### src/rtl/coherent_dcache_ctrl_if.sv
// Bus-side signal bundle between one coherent_dcache_ctrl and the snooping bus arbiter.
//   master : the cache controller. It drives the miss/upgrade requests, the BICO request
//            address and the snoop responses. It receives grant, the snoop command, the
//            snoop address and the remote invalidate.
//   slave  : the bus arbiter, with the opposite directions.
interface coherent_dcache_ctrl_if;
   logic        read_miss;
   logic        write_miss;
   logic        invalidate;
   logic [12:0] BICO;
   logic        grant;
   logic        snoop_search;
   logic [12:0] snoop_addr;
   logic        search_found;
   logic [1:0]  block_state;
   logic        inv_from_other;

   modport master (
      output read_miss, write_miss, invalidate, BICO, search_found, block_state,
      input  grant, snoop_search, snoop_addr, inv_from_other
   );

   modport slave (
      input  read_miss, write_miss, invalidate, BICO, search_found, block_state,
      output grant, snoop_search, snoop_addr, inv_from_other
   );
endinterface

### src/rtl/coherent_dcache_ctrl.sv
// Per-CPU MSI coherence controller for a direct-mapped data cache.
// The controller owns the tag/state array and resolves CPU hits and misses in the same
// cycle as the request. It raises read-miss, write-miss or S->M upgrade requests on the
// bus, holds them until grant, installs the line after FILL_LAT cycles and answers the
// bus's snoop-search and remote-invalidate commands.
// Ports:
//   clk, rst_n                : clock and asynchronous active-low reset
//   cpu_re/cpu_we/cpu_addr    : CPU load/store request; a store has priority over a load
//   stall, hit                : CPU handshake
//   data_we, fill_we, line_idx: data-array write strobes and their index
//   evict_dirty, evict_addr   : pulse and block address when a modified line is replaced
//   bus                       : bus-side interface (master modport)
module coherent_dcache_ctrl #(
   parameter int unsigned IDX_W    = 4,
   parameter int unsigned OFF_W    = 2,
   parameter int unsigned FILL_LAT = 2
) (
   input  logic                  clk,
   input  logic                  rst_n,
   input  logic                  cpu_re,
   input  logic                  cpu_we,
   input  logic [12:0]           cpu_addr,
   output logic                  stall,
   output logic                  hit,
   output logic                  data_we,
   output logic                  fill_we,
   output logic [IDX_W-1:0]      line_idx,
   output logic                  evict_dirty,
   output logic [12:0]           evict_addr,
   coherent_dcache_ctrl_if.master bus
);

   localparam int unsigned TAG_W = 13 - IDX_W - OFF_W;
   localparam int unsigned LINES = 1 << IDX_W;
   localparam int unsigned CNT_W = (FILL_LAT > 1) ? $clog2(FILL_LAT) : 1;
   localparam logic [CNT_W-1:0] CNT_LAST = CNT_W'(FILL_LAT - 1);

   localparam logic [1:0] LS_I = 2'b00;
   localparam logic [1:0] LS_S = 2'b01;
   localparam logic [1:0] LS_M = 2'b10;

   typedef enum logic [2:0] {StIdle, StReqRd, StReqWr, StReqInv, StFill} state_e;

   state_e           state_q;
   logic [CNT_W-1:0] cnt_q;
   logic [12:0]      addr_q;
   logic             wr_q;
   logic [1:0]       st_q  [LINES];
   logic [TAG_W-1:0] tag_q [LINES];

   logic [IDX_W-1:0] cpu_idx, s_idx, lat_idx;
   logic [TAG_W-1:0] cpu_tag, s_tag, lat_tag;
   logic             cpu_hit, cpu_is_m, s_hit, inv_match, fill_last;

   assign cpu_idx = cpu_addr[OFF_W +: IDX_W];
   assign cpu_tag = cpu_addr[12 -: TAG_W];
   assign s_idx   = bus.snoop_addr[OFF_W +: IDX_W];
   assign s_tag   = bus.snoop_addr[12 -: TAG_W];
   assign lat_idx = addr_q[OFF_W +: IDX_W];
   assign lat_tag = addr_q[12 -: TAG_W];

   assign cpu_hit  = (st_q[cpu_idx] != LS_I) && (tag_q[cpu_idx] == cpu_tag);
   assign cpu_is_m = (st_q[cpu_idx] == LS_M);
   assign s_hit    = (st_q[s_idx] != LS_I) && (tag_q[s_idx] == s_tag);
   // A remote invalidate hitting the line we hold in S kills the pending upgrade.
   assign inv_match = bus.inv_from_other && s_hit && (s_idx == lat_idx);
   assign fill_last = (state_q == StFill) && (cnt_q == CNT_LAST);

   // Offset bits never take part in tag/state lookups.
   logic unused_offset;
   assign unused_offset = ^{cpu_addr[OFF_W-1:0], bus.snoop_addr[OFF_W-1:0]};

   // Snoop responses are combinational from the pre-edge array.
   assign bus.search_found = bus.snoop_search && s_hit;
   assign bus.block_state  = s_hit ? st_q[s_idx] : LS_I;
   assign bus.BICO         = addr_q;
   assign bus.read_miss    = (state_q == StReqRd);
   assign bus.write_miss   = (state_q == StReqWr);
   assign bus.invalidate   = (state_q == StReqInv);

   always_comb begin
      stall       = 1'b0;
      hit         = 1'b0;
      data_we     = 1'b0;
      fill_we     = 1'b0;
      line_idx    = cpu_idx;
      evict_dirty = 1'b0;
      evict_addr  = 13'h0;
      unique case (state_q)
         StIdle: begin
            if (cpu_we) begin
               if (cpu_hit && cpu_is_m) begin
                  hit     = 1'b1;
                  data_we = 1'b1;
               end else begin
                  stall = 1'b1;
               end
            end else if (cpu_re) begin
               if (cpu_hit) hit = 1'b1;
               else         stall = 1'b1;
            end
         end
         StReqRd, StReqWr, StReqInv: stall = 1'b1;
         StFill: begin
            stall = 1'b1;
            if (fill_last) begin
               fill_we  = 1'b1;
               line_idx = lat_idx;
               if ((st_q[lat_idx] == LS_M) && (tag_q[lat_idx] != lat_tag)) begin
                  evict_dirty = 1'b1;
                  evict_addr  = {tag_q[lat_idx], lat_idx, {OFF_W{1'b0}}};
               end
            end
         end
         default: stall = 1'b0;
      endcase
   end

   always_ff @(posedge clk or negedge rst_n) begin
      if (!rst_n) begin
         state_q <= StIdle;
         cnt_q   <= '0;
         addr_q  <= 13'h0;
         wr_q    <= 1'b0;
         for (int i = 0; i < LINES; i++) begin
            st_q[i]  <= LS_I;
            tag_q[i] <= '0;
         end
      end else begin
         // Remote invalidate first; FSM writes below take precedence only where they
         // cannot conflict (the line being filled ignores remote invalidates).
         if (bus.inv_from_other && s_hit && !((state_q == StFill) && (s_idx == lat_idx))) begin
            st_q[s_idx] <= LS_I;
         end
         unique case (state_q)
            StIdle: begin
               if (cpu_we && !(cpu_hit && cpu_is_m)) begin
                  addr_q  <= cpu_addr;
                  wr_q    <= 1'b1;
                  state_q <= cpu_hit ? StReqInv : StReqWr;
               end else if (!cpu_we && cpu_re && !cpu_hit) begin
                  addr_q  <= cpu_addr;
                  wr_q    <= 1'b0;
                  state_q <= StReqRd;
               end
            end
            StReqRd, StReqWr: begin
               if (bus.grant) begin
                  cnt_q   <= '0;
                  state_q <= StFill;
               end
            end
            StReqInv: begin
               if (inv_match) begin
                  state_q <= StReqWr;
               end else if (bus.grant) begin
                  st_q[lat_idx] <= LS_M;
                  state_q       <= StIdle;
               end
            end
            StFill: begin
               if (cnt_q == CNT_LAST) begin
                  tag_q[lat_idx] <= lat_tag;
                  st_q[lat_idx]  <= wr_q ? LS_M : LS_S;
                  cnt_q          <= '0;
                  state_q        <= StIdle;
               end else begin
                  cnt_q <= cnt_q + CNT_W'(1);
               end
            end
            default: state_q <= StIdle;
         endcase
      end
   end

endmodule
### src/flat_wrapper.sv
// flat-port wrapper written by rule: the top's interface ports become plain ports
module coherent_dcache_ctrl_flat 
#(
   parameter int unsigned IDX_W    = 4,
   parameter int unsigned OFF_W    = 2,
   parameter int unsigned FILL_LAT = 2
)
  (clk, rst_n, cpu_re, cpu_we, cpu_addr, stall, hit, data_we, fill_we, line_idx, evict_dirty, evict_addr, bus_read_miss, bus_write_miss, bus_invalidate, bus_BICO, bus_search_found, bus_block_state, bus_grant, bus_snoop_search, bus_snoop_addr, bus_inv_from_other);
  coherent_dcache_ctrl_if bus_i ();
  input  logic clk;
  input  logic rst_n;
  input  logic cpu_re;
  input  logic cpu_we;
  input  logic [12:0] cpu_addr;
  output logic stall;
  output logic hit;
  output logic data_we;
  output logic fill_we;
  output logic [IDX_W-1:0] line_idx;
  output logic evict_dirty;
  output logic [12:0] evict_addr;
  output wire logic [$bits(bus_i.read_miss)-1:0] bus_read_miss;
  output wire logic [$bits(bus_i.write_miss)-1:0] bus_write_miss;
  output wire logic [$bits(bus_i.invalidate)-1:0] bus_invalidate;
  output wire logic [$bits(bus_i.BICO)-1:0] bus_BICO;
  output wire logic [$bits(bus_i.search_found)-1:0] bus_search_found;
  output wire logic [$bits(bus_i.block_state)-1:0] bus_block_state;
  input wire logic [$bits(bus_i.grant)-1:0] bus_grant;
  input wire logic [$bits(bus_i.snoop_search)-1:0] bus_snoop_search;
  input wire logic [$bits(bus_i.snoop_addr)-1:0] bus_snoop_addr;
  input wire logic [$bits(bus_i.inv_from_other)-1:0] bus_inv_from_other;
  assign bus_read_miss = bus_i.read_miss;
  assign bus_write_miss = bus_i.write_miss;
  assign bus_invalidate = bus_i.invalidate;
  assign bus_BICO = bus_i.BICO;
  assign bus_search_found = bus_i.search_found;
  assign bus_block_state = bus_i.block_state;
  assign bus_i.grant = bus_grant;
  assign bus_i.snoop_search = bus_snoop_search;
  assign bus_i.snoop_addr = bus_snoop_addr;
  assign bus_i.inv_from_other = bus_inv_from_other;
  coherent_dcache_ctrl #(.IDX_W(IDX_W), .OFF_W(OFF_W), .FILL_LAT(FILL_LAT)) u_core (.clk(clk), .rst_n(rst_n), .cpu_re(cpu_re), .cpu_we(cpu_we), .cpu_addr(cpu_addr), .stall(stall), .hit(hit), .data_we(data_we), .fill_we(fill_we), .line_idx(line_idx), .evict_dirty(evict_dirty), .evict_addr(evict_addr), .bus(bus_i));
endmodule
### config.mk
export PLATFORM = sky130hd
export DESIGN_NAME = coherent_dcache_ctrl_flat
export DESIGN_NICKNAME = d
export VERILOG_FILES = /design/src/rtl/coherent_dcache_ctrl_if.sv /design/src/rtl/coherent_dcache_ctrl.sv /design/src/flat_wrapper.sv
export SDC_FILE = /design/constraint.sdc
export NUM_CORES = 1
export LEC_CHECK = 0
export ABC_CLOCK_PERIOD_IN_PS = 10200
export CORE_MARGIN = 2
export CORE_UTILIZATION = 45
export CTS_CLUSTER_SIZE = 40
export DETAILED_ROUTE_END_ITERATION = 16
export DONT_BUFFER_PORTS = 1
export SLEW_MARGIN = 20
export SYNTH_ARGS = -nofsm -noshare
export SYNTH_HDL_FRONTEND = slang
export SYNTH_SLANG_ARGS = --single-unit
### constraint.sdc
create_clock -name clk -period 10.2 [get_ports clk]
set_input_delay 2.04 -clock clk [delete_from_list [all_inputs] [get_ports clk]]
set_output_delay 2.04 -clock clk [all_outputs]
set_load 0.01 [all_outputs]
-- Word-level counts from Yosys, hierarchy flattened
Index checks and enable logic that the tools add are counted.
- flip-flop bits (word level): 162
- add/subtract/negate cells: 1
- $lt $le $gt $ge: 5
- equality and inequality tests: 14
- mux-type cells: 70
- bitwise operators: 8
- reduce and logical (&&, ||, !) cells: 30
- operator list (kind ; count):
    two-way mux 32 bit ; 4
    bitwise mux 112 bit ; 1
    binary-select mux 7 bit (select 4 bit) ; 3
    two-way mux 13 bit ; 5
    one-hot mux 32 bit (2 select lines) ; 1
    two-way mux 7 bit ; 7
    AND 32 bit ; 1
    bitwise mux 32 bit ; 1
    NOT 32 bit ; 1
    demux 7 bit (select 4 bit) ; 1
    binary-select mux 2 bit (select 4 bit) ; 3
    two-way mux 1 bit ; 21
    two-way mux 2 bit ; 10
    two-way mux 3 bit ; 6
    AND 16 bit ; 1
    demux 2 bit (select 4 bit) ; 2
    NOT 16 bit ; 1
    OR 16 bit ; 1
    greater-or-equal comparator 5 bit, second input constant ; 3
    logical AND 1 bit ; 15
    NOT 4 -> 5 bit ; 3
    == test 7 bit ; 2
    one-hot mux 3 bit (4 select lines) ; 1
    less-than comparator 5 x 1 -> 1 bit, second input constant ; 2
    other kinds (19) ; 32

-- Longest topological paths before layout
- depth in word-level cells: 13
- mapped depth: 14

-- Worst setup path after synthesis
Ideal clock, no wire load.
- kind: input to output
- from: input cpu_addr[2]
- to: output hit
- arrival time: 4345 ps
- data required time: 8160 ps
- path slack: 3815 ps
- stages: 10
- buffers on the path: 2
- cell sequence: buf_4 > buf_6 > inv_1 > or3_1 > nand4_1 > xor2_1 > nand3_1 > o41a_1 > or3_1 > nor3_1
- cells in the longest elaborated chain, start to end: 10
- ends and longest elaborated chain (element ; line ; source):
    from (decl) ; flat_wrapper.sv:14 ; input logic [12:0] cpu_addr;
    NOT 4 -> 5 bit (implied by the code) (*) ; coherent_dcache_ctrl.sv:62, coherent_dcache_ctrl.sv:63 ;
    binary-select mux 7 bit (select 4 bit) or binary-select mux 2 bit (select 4 bit) (tied branches) ; coherent_dcache_ctrl.sv:62, coherent_dcache_ctrl.sv:63 ;
    two-way mux 7 bit (implied by the code) or two-way mux 2 bit (tied branches) (2 in series) ; coherent_dcache_ctrl.sv:62, coherent_dcache_ctrl.sv:63 ;
    == test 7 bit or nonzero test 2 bit (tied branches) ; coherent_dcache_ctrl.sv:62 ; assign cpu_hit = (st_q[cpu_idx] != LS_I) && (tag_q[cpu_idx] == cpu_tag);
    logical AND 1 bit ; coherent_dcache_ctrl.sv:62 ;
    two-way mux 1 bit or logical AND 1 bit (tied branches) ; coherent_dcache_ctrl.sv:99, coherent_dcache_ctrl.sv:92 ;
    two-way mux 1 bit (on tied branches) ; coherent_dcache_ctrl.sv:98, coherent_dcache_ctrl.sv:92 ;
    two-way mux 1 bit (*) ; coherent_dcache_ctrl.sv:91 ; if (cpu_we) begin
    two-way mux 1 bit (*) ; coherent_dcache_ctrl.sv:89 ; unique case (state_q)
    to (decl) ; flat_wrapper.sv:16 ; output logic hit;
Every way passes the cells marked *; elsewhere a longest branch is shown, timed or not. The select of a mux whose other input is x is not followed.

-- Worst setup path after layout
Ends and elaborated chain as after synthesis.

==> reports/metrics.yaml <==
period_share: 0.641
clkSinkCount: 162
reg2reg_depth: 9
cp.required_ns: 8.16
numCtsBuffers: 17
status: "finished clean"
clkTransAtPathRegs_ns: 0.07
powerDensity_nw_per_um2: 260
route.layer.met1.wl_mm: 14.3
end_kind: "output pin"
cts_tree: "done"
maxSlewHeadroom: 0.223
die_x_um: 159
routed_wl_mm: 33.8
port_buffers: 0
ys_seq_area_frac: 0.376
yosys_warnings: 0
cts.htree.levels: 4
routed-wl-met2_mm: 15.6
setup_viol: 0
cts_setup_buffers: 0
io_pins: 74
finalHoldViolCount: 0
ant_nets: 0
place_congestion: 0.927
avgViaCountPerCell: 6.59
cpMostUsedCell: "or3_1"
cp_slowest_cell: "o41a_1"
grt_setup_unrepaired: "no"
tns_ns: 0
p_int_w: 0.00183
dieArea_um2: 25200
min_delay_path_depth: 2
fin_crit_ns: 6.54
async_flop_share: 1.00
grt_overflow: 0
place_hpwl_mm: 21.6
yosysMostFrequentCell: "dfrtp_1"
pre_cts_slack_ns: 3.67
wire_per_inst_um: 28.2
grt_max_degree: 163
clockPowerShare: 0.220
netlist_top_cells_count: "dfrtp_1, mux2_2, mux4_2"
cts_root_buffer: "clkbuf_16"
grt_pass1_wl_mm: 51.1
clkLatencyLatePin_ns: 0.43
netSwitchingFraction: 0.390
cpPeakStageDelay_ns: 0.52
crit_path_start: "cpu_addr[2]"
irDropWorstVdd_mv: 0.144
grt_pass1_vias: 7759
p_leak_nw: 4.82
worst_pin_slew_ns: 1.16
synth-seq-cells: 162
syn_inst: 908
syn_to_final_growth_pct: 6.68
finClkSkew_ns: 0.0114
drive_gt1_frac: 0.328
synth_cell_type_count: 65
row_count: 56
fp.dieH_um: 159
synth-main-ff-cell: "dfrtp_1"
timing.final.ws_setup_ns: 3.66
synth_top_area_cell: "dfrtp_1"
hold_start: "u_core.tag_q[56]"
hold_buffers: 0
crit_fanout: 36
wl_met3_mm: 2.61
p_switching_w: 0.00117
num_antenna_cells: 0
slew_violations: 0
criticalPathCategory: "input pin to output pin"
seq_power_share: 0.386
nets: 898
drc: 0
power.share.combinational: 0.394
vias: 7886
grtUsageTotal: 0.271
arrival_ns: 4.50
crit_path_start_kind: "input pin"
yosysTopAreaCellShare: 0.376
first_pass_iters: 5
syn_avg_cell_area_um2: 11.9
max_freq_ghz: 0.153
syn_area_um2: 10800
reg2reg_from: "u_core.tag_q[71]"
finalPower_w: 0.00300
post_cts_resized: 0
hold_path_class: "register to register"
initial_core_util: 0.458
drt_iter0_drc: 867
cts.path.max_buffers: 2
ys_top_cells_by_area: "dfrtp_1, mux4_2, mux2_2, mux2i_1, nand2_1"
synth_edf_count: 0
top_layer_used: "met4"
crit_chain: "inv_1 > or3_1 > nand4_1 > xor2_1 > nand3_1 > o41a_1 > or3_1 > nor3_1"
antenna_found_initial: 0
core_region_area_um2: 23500
maxCapViolCount: 0
## layout make-up
class / count / area [um^2]
timing repair buffer: 11 / 82.6
inverter: 19 / 71.3
sequential: 162 / 4060
multi-input combinational: 654 / 6310
clock inverter: 14 / 151
tap: 319 / 399
clock buffer: 18 / 439
fill: 2119 / 12000
## layout by cell type, fill, tap and decap left out, types with 14 or more instances in the layout
cell type,instances
and2_1,16
xor2_1,14
xnor2_1,14
mux2_2,134
o22ai_1,17
nand2_1,82
mux4_2,91
inv_1,18
o21ai_0,25
mux2i_1,44
nor2b_1,15
dfrtp_1,160
nand3_1,18
clkbuf_16,17
nor2_1,37
## routing by layer
layer / up-vias / global-route usage
met5: - / 0
met2: 365 / 0.417
met1: 4110 / 0.375
met4: 0 / 0.111
met3: 66 / 0.0601
li1: 3345 / -
## path summary, 6_finish.rpt
check                                    to  slack [ns]
min in group asynchronous    u_core.st_q[5]        1.30
setup reg to reg            u_core.st_q[26]        6.57
setup / recovery                        hit        3.66
hold / removal             u_core.tag_q[56]        0.53
hold reg to reg            u_core.tag_q[56]        0.53
max in group asynchronous  u_core.tag_q[18]        8.69
## through the flow
stage / instance area (um^2) / util / hold WS (ns) / cells
after floorplan: 10800 / - / 0.475 / 909
after global placement: 10900 / 0.464 / 0.515 / 1165
after detailed placement: 10900 / 0.464 / 0.521 / 1165
after CTS: 11500 / 0.489 / 0.535 / 1197
after global routing: 11500 / 0.489 / 0.566 / 1197
final: 11500 / 0.489 / 0.535 / 1197
## flip-flops by register name (all words and copies together), names as in the netlist
register         flops
u_core.wr_q          1
u_core.state_q       3
u_core.bus.BICO     13
u_core.tag_q       112
u_core.st_q         32
u_core.cnt_q         1
## critical path, delay by kind of cell
| family | cells | cell delay, ns |
|---|---|---|
| compound gates | 1 | 0.52 |
| xor+xnor | 1 | 0.17 |
| buf+inv | 1 | 0.18 |
| simple gates | 5 | 1.56 |
## power groups by stage
| stage | sequential (W) | combinational [W] | clock, W |
|---|---|---|---|
| 5_1_grt | 0.00119 | 0.00126 | 0.000696 |
| 4_1_cts | 0.00115 | 0.00118 | 0.000667 |
| 3_3_place_gp | 0.00115 | 0.00116 | 0 |
| 2_1_floorplan | 0.00101 | 0.000995 | 0 |
| 3_5_place_dp | 0.00116 | 0.00117 | 0 |
| 6_report | 0.00116 | 0.00118 | 0.000659 |
## logic make-up after synthesis
logic type             after synthesis  share of synthesized area
AO/OA/AOI/OAI                      119                     0.0779
buffers and inverters               93                     0.0413
other                                1                   0.000347
XOR/XNOR                            28                     0.0227
multiplexers                       270                      0.372
AND/OR/NAND/NOR                    235                      0.111
flip-flops                         162                      0.376
Power figures use the tool's default switching activity.
==> patch 1 (same settings) <==
Reset style: synchronous (`rst_n`), changed in one clocked block. Comments in the files are not updated.
--- a/src/rtl/coherent_dcache_ctrl.sv
+++ b/src/rtl/coherent_dcache_ctrl.sv
@@ -116,7 +116,7 @@
       endcase
    end
 
-   always_ff @(posedge clk or negedge rst_n) begin
+   always_ff @(posedge clk) begin
       if (!rst_n) begin
          state_q <= StIdle;
          cnt_q   <= '0;
Check against the original RTL: differs if rst_n is asserted again (counterexample within 4 cycles, from zero or initial values and one cycle with rst_n low); with rst_n held inactive, the same outputs for 4 cycles.
==> patch 1 against the original RTL <==
  * Area after synthesis is 0.66% lower
  * Final area is 0.84% lower
  * Clock skew is 0.00051 ns lower
  * Routed wire length is 6.2% lower
  * First-iteration DRC count is 23% higher
  * Critical path depth is 1 lower
  * Worst setup slack better by 0.21 ns
  * Sequential cell count is 4 higher
  * Final cell count is 5.1% lower
  * Non-clock buffer count stayed put
  * Worst hold slack worse by 0.026 ns
  * Critical path type unchanged
  * Highest routed layer unchanged
Power is not compared: it rests on default switching activity, and its combinational part moved more than twofold at a synthesized area within 25%.
==> patch 1: results <==
metrics = {
    "run_status": {
        "status": "finished, final reports clean",
    },
    "synth": {
        "postSynth.asyncResetShare_pct": 0,
        "synth_area_leaders": "edfxtp_1 40%, mux4_2 22%, and2_1 5.0%",
        "syn_inst": 861,
        "ys_seq_area_share_pct": 44.43,
        "ys_top_cells_by_count": "144 x edfxtp_1, 106 x mux4_2, 86 x and2_1, 71 x nand2_1, 50 x clkbuf_1",
        "ys_types": 60,
        "synth_edf_count": 144,
    },
    "worst_setup_path": {
        "crit_slowest_cell": "a211oi_1",
        "r2r_slack_ns": 5.72,
        "max_stage_delay_ns": 0.56,
        "r2r-end": "u_core.tag_q[6][4]$_SDFFCE_PN0P_",
        "worstReg2RegStart": "u_core.state_q[0]$_SDFFE_PN0P_",
        "critPathMaxFanout": 40,
        "reg2reg_depth": 8,
        "critPathArrivalTime_ns": 4.29,
    },
    "layout": {
        "nNonClkInverters": 15,
        "seq_cells": 166,
        "multi_input_cells": 593,
        "fin_nets": 837,
        "nonClkBufAreaFrac_pct": 0.7232,
        "final-clk-cell-share_pct": 5.183,
        "n_all_buffers": 11,
        "drive_gt1_share_pct": 19.95,
        "fillers": 2069,
        "sh_seq_area_pct": 41.74,
        "multi_input_area_share_pct": 48.37,
    },
    "place": {
        "place_area_um2": 10810,
        "dp_cells": 1104,
        "hpwlAfterDp_um": 22960,
        "gp_congestion": 0.9009,
    },
    "global_route": {
        "grt_max_degree": 61,
        "grtUsageMet2_pct": 41.04,
        "grt_pass1_wl_um": 46880,
        "grt_use_met1_pct": 37.16,
        "grt_usage_pct": 26.17,
        "grt_pass1_vias": 7268,
        "use_met3_pct": 5.117,
    },
    "drt": {
        "totalWireLength_um": 31680,
        "vias": 7507,
        "drt_iter0_drc": 1069,
        "drt-wirelength-per-cell_um": 27.88,
    },
    "cts": {
        "numCtsBuffers": 17,
    },
    "sta": {
        "skew_ns": 0.01088,
        "slew_headroom_pct": 24.13,
        "setup_ws_ns": 3.873,
    },
    "pwr": {
        "comb_power_mw": 0.269,
        "finalPower_mw": 1.768,
    },
    "floorplanning": {
        "die-area_um2": 25080,
    },
}
patch 1: cell types whose count changed after synthesis, moves of 11 or more:
cell,change
o221ai_1,+12
dfrtp_1,-162
and3_1,+39
and2_1,+70
dfxtp_1,+22
o22ai_1,-16
mux4_2,+15
nand2_1,-11
edfxtp_1,+144
mux2_2,-132
clkbuf_1,+22
patch 1: cell families (layout without fill, tap and decap cells):
family | after synthesis | after routing | synth area share [%]
other | 1 | 2 | 0.03497
XOR/XNOR | 30 | 30 | 2.450
flip-flops | 166 | 166 | 44.43
multiplexers | 156 | 156 | 26.95
buffers and inverters | 103 | 58 | 4.387
AND/OR/NAND/NOR | 320 | 320 | 16.04
AO/OA/AOI/OAI | 85 | 85 | 5.695
patch 1: worst min-delay path by stage:
stage                                    start                         endpoint  slack, ns  cells past startpoint
2_1_floorplan  u_core.bus.BICO[0]$_SDFFE_PN0P_  u_core.bus.BICO[0]$_SDFFE_PN0P_       0.48                      2
3_3_place_gp   u_core.bus.BICO[1]$_SDFFE_PN0P_  u_core.bus.BICO[1]$_SDFFE_PN0P_       0.49                      2
3_5_place_dp   u_core.bus.BICO[0]$_SDFFE_PN0P_  u_core.bus.BICO[0]$_SDFFE_PN0P_       0.50                      2
4_1_cts        u_core.bus.BICO[0]$_SDFFE_PN0P_  u_core.bus.BICO[0]$_SDFFE_PN0P_       0.51                      2
5_1_grt        u_core.bus.BICO[1]$_SDFFE_PN0P_  u_core.bus.BICO[1]$_SDFFE_PN0P_       0.54                      2
6_report       u_core.bus.BICO[0]$_SDFFE_PN0P_  u_core.bus.BICO[0]$_SDFFE_PN0P_       0.51                      2
patch 1: metal layers:
layer,part of all wire (%),wire length (um),vias to the layer above
met3,11,3430,33
li1,-,-,3193
met2,48,15120,443
met1,40,12560,3838
met5,0,0,-
met4,1.8,563,0
==> patch 2 (same flow settings) <==
Made on the original files. `OFF_W` is set to 2 in 2 places; all go to 4.
--- a/src/rtl/coherent_dcache_ctrl.sv
+++ b/src/rtl/coherent_dcache_ctrl.sv
@@ -12,7 +12,7 @@
 //   bus                       : bus-side interface (master modport)
 module coherent_dcache_ctrl #(
    parameter int unsigned IDX_W    = 4,
-   parameter int unsigned OFF_W    = 2,
+   parameter int unsigned OFF_W    = 4,
    parameter int unsigned FILL_LAT = 2
 ) (
    input  logic                  clk,
--- a/src/flat_wrapper.sv
+++ b/src/flat_wrapper.sv
@@ -2,7 +2,7 @@
 module coherent_dcache_ctrl_flat 
 #(
    parameter int unsigned IDX_W    = 4,
-   parameter int unsigned OFF_W    = 2,
+   parameter int unsigned OFF_W    = 4,
    parameter int unsigned FILL_LAT = 2
 )
   (clk, rst_n, cpu_re, cpu_we, cpu_addr, stall, hit, data_we, fill_we, line_idx, evict_dirty, evict_addr, bus_read_miss, bus_write_miss, bus_invalidate, bus_BICO, bus_search_found, bus_block_state, bus_grant, bus_snoop_search, bus_snoop_addr, bus_inv_from_other);
Check against the original RTL: not equivalent (Yosys sat finds a counterexample within 4 cycles, from zero or initial values and one cycle with rst_n low).
==> patch 2 against the original RTL <==
  * Worst setup slack worse by 0.34 ns
  * Area after synthesis down 20%
  * Die area down 19%
  * Sequential cell count down 32
  * Utilization up 0.47 points
  * Clock power down 3%
  * Final area down 20%
  * Routed wire length down 22%
  * Combinational power down 19%
  * Total power down 12%
==> patch 2: results <==
metrics = {
    "global_route": {
        "grt_max_degree": 131,
        "grt_pass1_wl_um": 40070,
        "grtUsageMet2_pct": 41.45,
        "grt_use_met1_pct": 35.45,
        "grt_pass1_vias": 6559,
        "use_met3_pct": 7.941,
        "grt_usage_pct": 26.93,
    },
    "layout": {
        "sh_seq_area_pct": 35.13,
        "drive_gt1_share_pct": 30.88,
        "fillers": 1663,
        "diodes": 0,
        "nonClkBufAreaFrac_pct": 0.4860,
        "multi_input_area_share_pct": 53.96,
        "nClkBuffers": 18,
        "n_all_buffers": 6,
        "final-clk-cell-share_pct": 6.575,
        "largest_register_ffs": 80,
        "fin_nets": 713,
        "regArea_um2": 3256,
        "nNonClkInverters": 17,
    },
    "sta": {
        "skew_ns": 0.01044,
        "period_share_pct": 67.47,
        "whs_ns": 0.5503,
        "tightestPinTransition_ns": 1.065,
    },
    "drt": {
        "vias": 6413,
        "totalWireLength_um": 26440,
        "drt_iter0_drc": 688,
        "met2WireLength_um": 12290,
    },
    "pwr": {
        "p_leak_nw": 3.791,
        "pwr-share-clk_pct": 24.4,
        "finalPower_mw": 2.625,
        "irDropWorstVdd_mv": 0.2011,
    },
    "place": {
        "hpwlAfterDp_um": 17060,
        "dp_cells": 895,
        "gp_congestion": 0.9420,
        "dp_slack_ns": 3.263,
        "place_area_um2": 8656,
    },
    "floorplanning": {
        "taps": 234,
    },
    "synth": {
        "syn_area_per_cell_um2": 12.00,
        "ys_seq_area_share_pct": 37.64,
        "synth_area_leaders": "dfrtp_1 38%, mux4_2 21%, mux2_2 11%",
        "ys_top_cells_by_count": "130 x dfrtp_1, 82 x mux2_2, 80 x mux4_2, 67 x nand2_1, 32 x clkbuf_1",
        "ys_types": 64,
        "ys.flop_type": "dfrtp_1",
        "ys_ff_latch": 130,
    },
    "worst_setup_path": {
        "crit_slowest_cell": "o211ai_4",
        "critPathMaxFanout": 28,
        "r2r_slack_ns": 6.39,
        "crit_family": "compound AO/OA/AOI/OAI gates",
    },
    "run_status": {
        "status": "finished, final reports clean",
    },
}
[patch 2: final timing paths]
path	start	depth (start not counted)	end
worst max register to register	u_core.tag_q[28]$_DFFE_PN0P_	8	u_core.st_q[17]$_DFF_PN0_
worst min register to register	u_core.tag_q[21]$_DFFE_PN0P_	2	u_core.tag_q[21]$_DFFE_PN0P_
worst max-delay path	cpu_addr[4]	8	stall
worst min-delay path	u_core.tag_q[21]$_DFFE_PN0P_	2	u_core.tag_q[21]$_DFFE_PN0P_
min in group asynchronous	rst_n	0	u_core.st_q[5]$_DFF_PN0_
max in group asynchronous	rst_n	0	u_core.tag_q[46]$_DFFE_PN0P_
[patch 2: kinds of logic (layout without fill, tap and decap cells)]
logic type,after synthesis,count (layout),share of synthesized area (%)
multiplexers,194,194,35.38
AND/OR/NAND/NOR,187,187,10.77
flip-flops,130,130,37.64
AO/OA/AOI/OAI,102,102,9.236
buffers and inverters,85,55,4.719
XOR/XNOR,21,21,2.215
other,1,4,0.04339
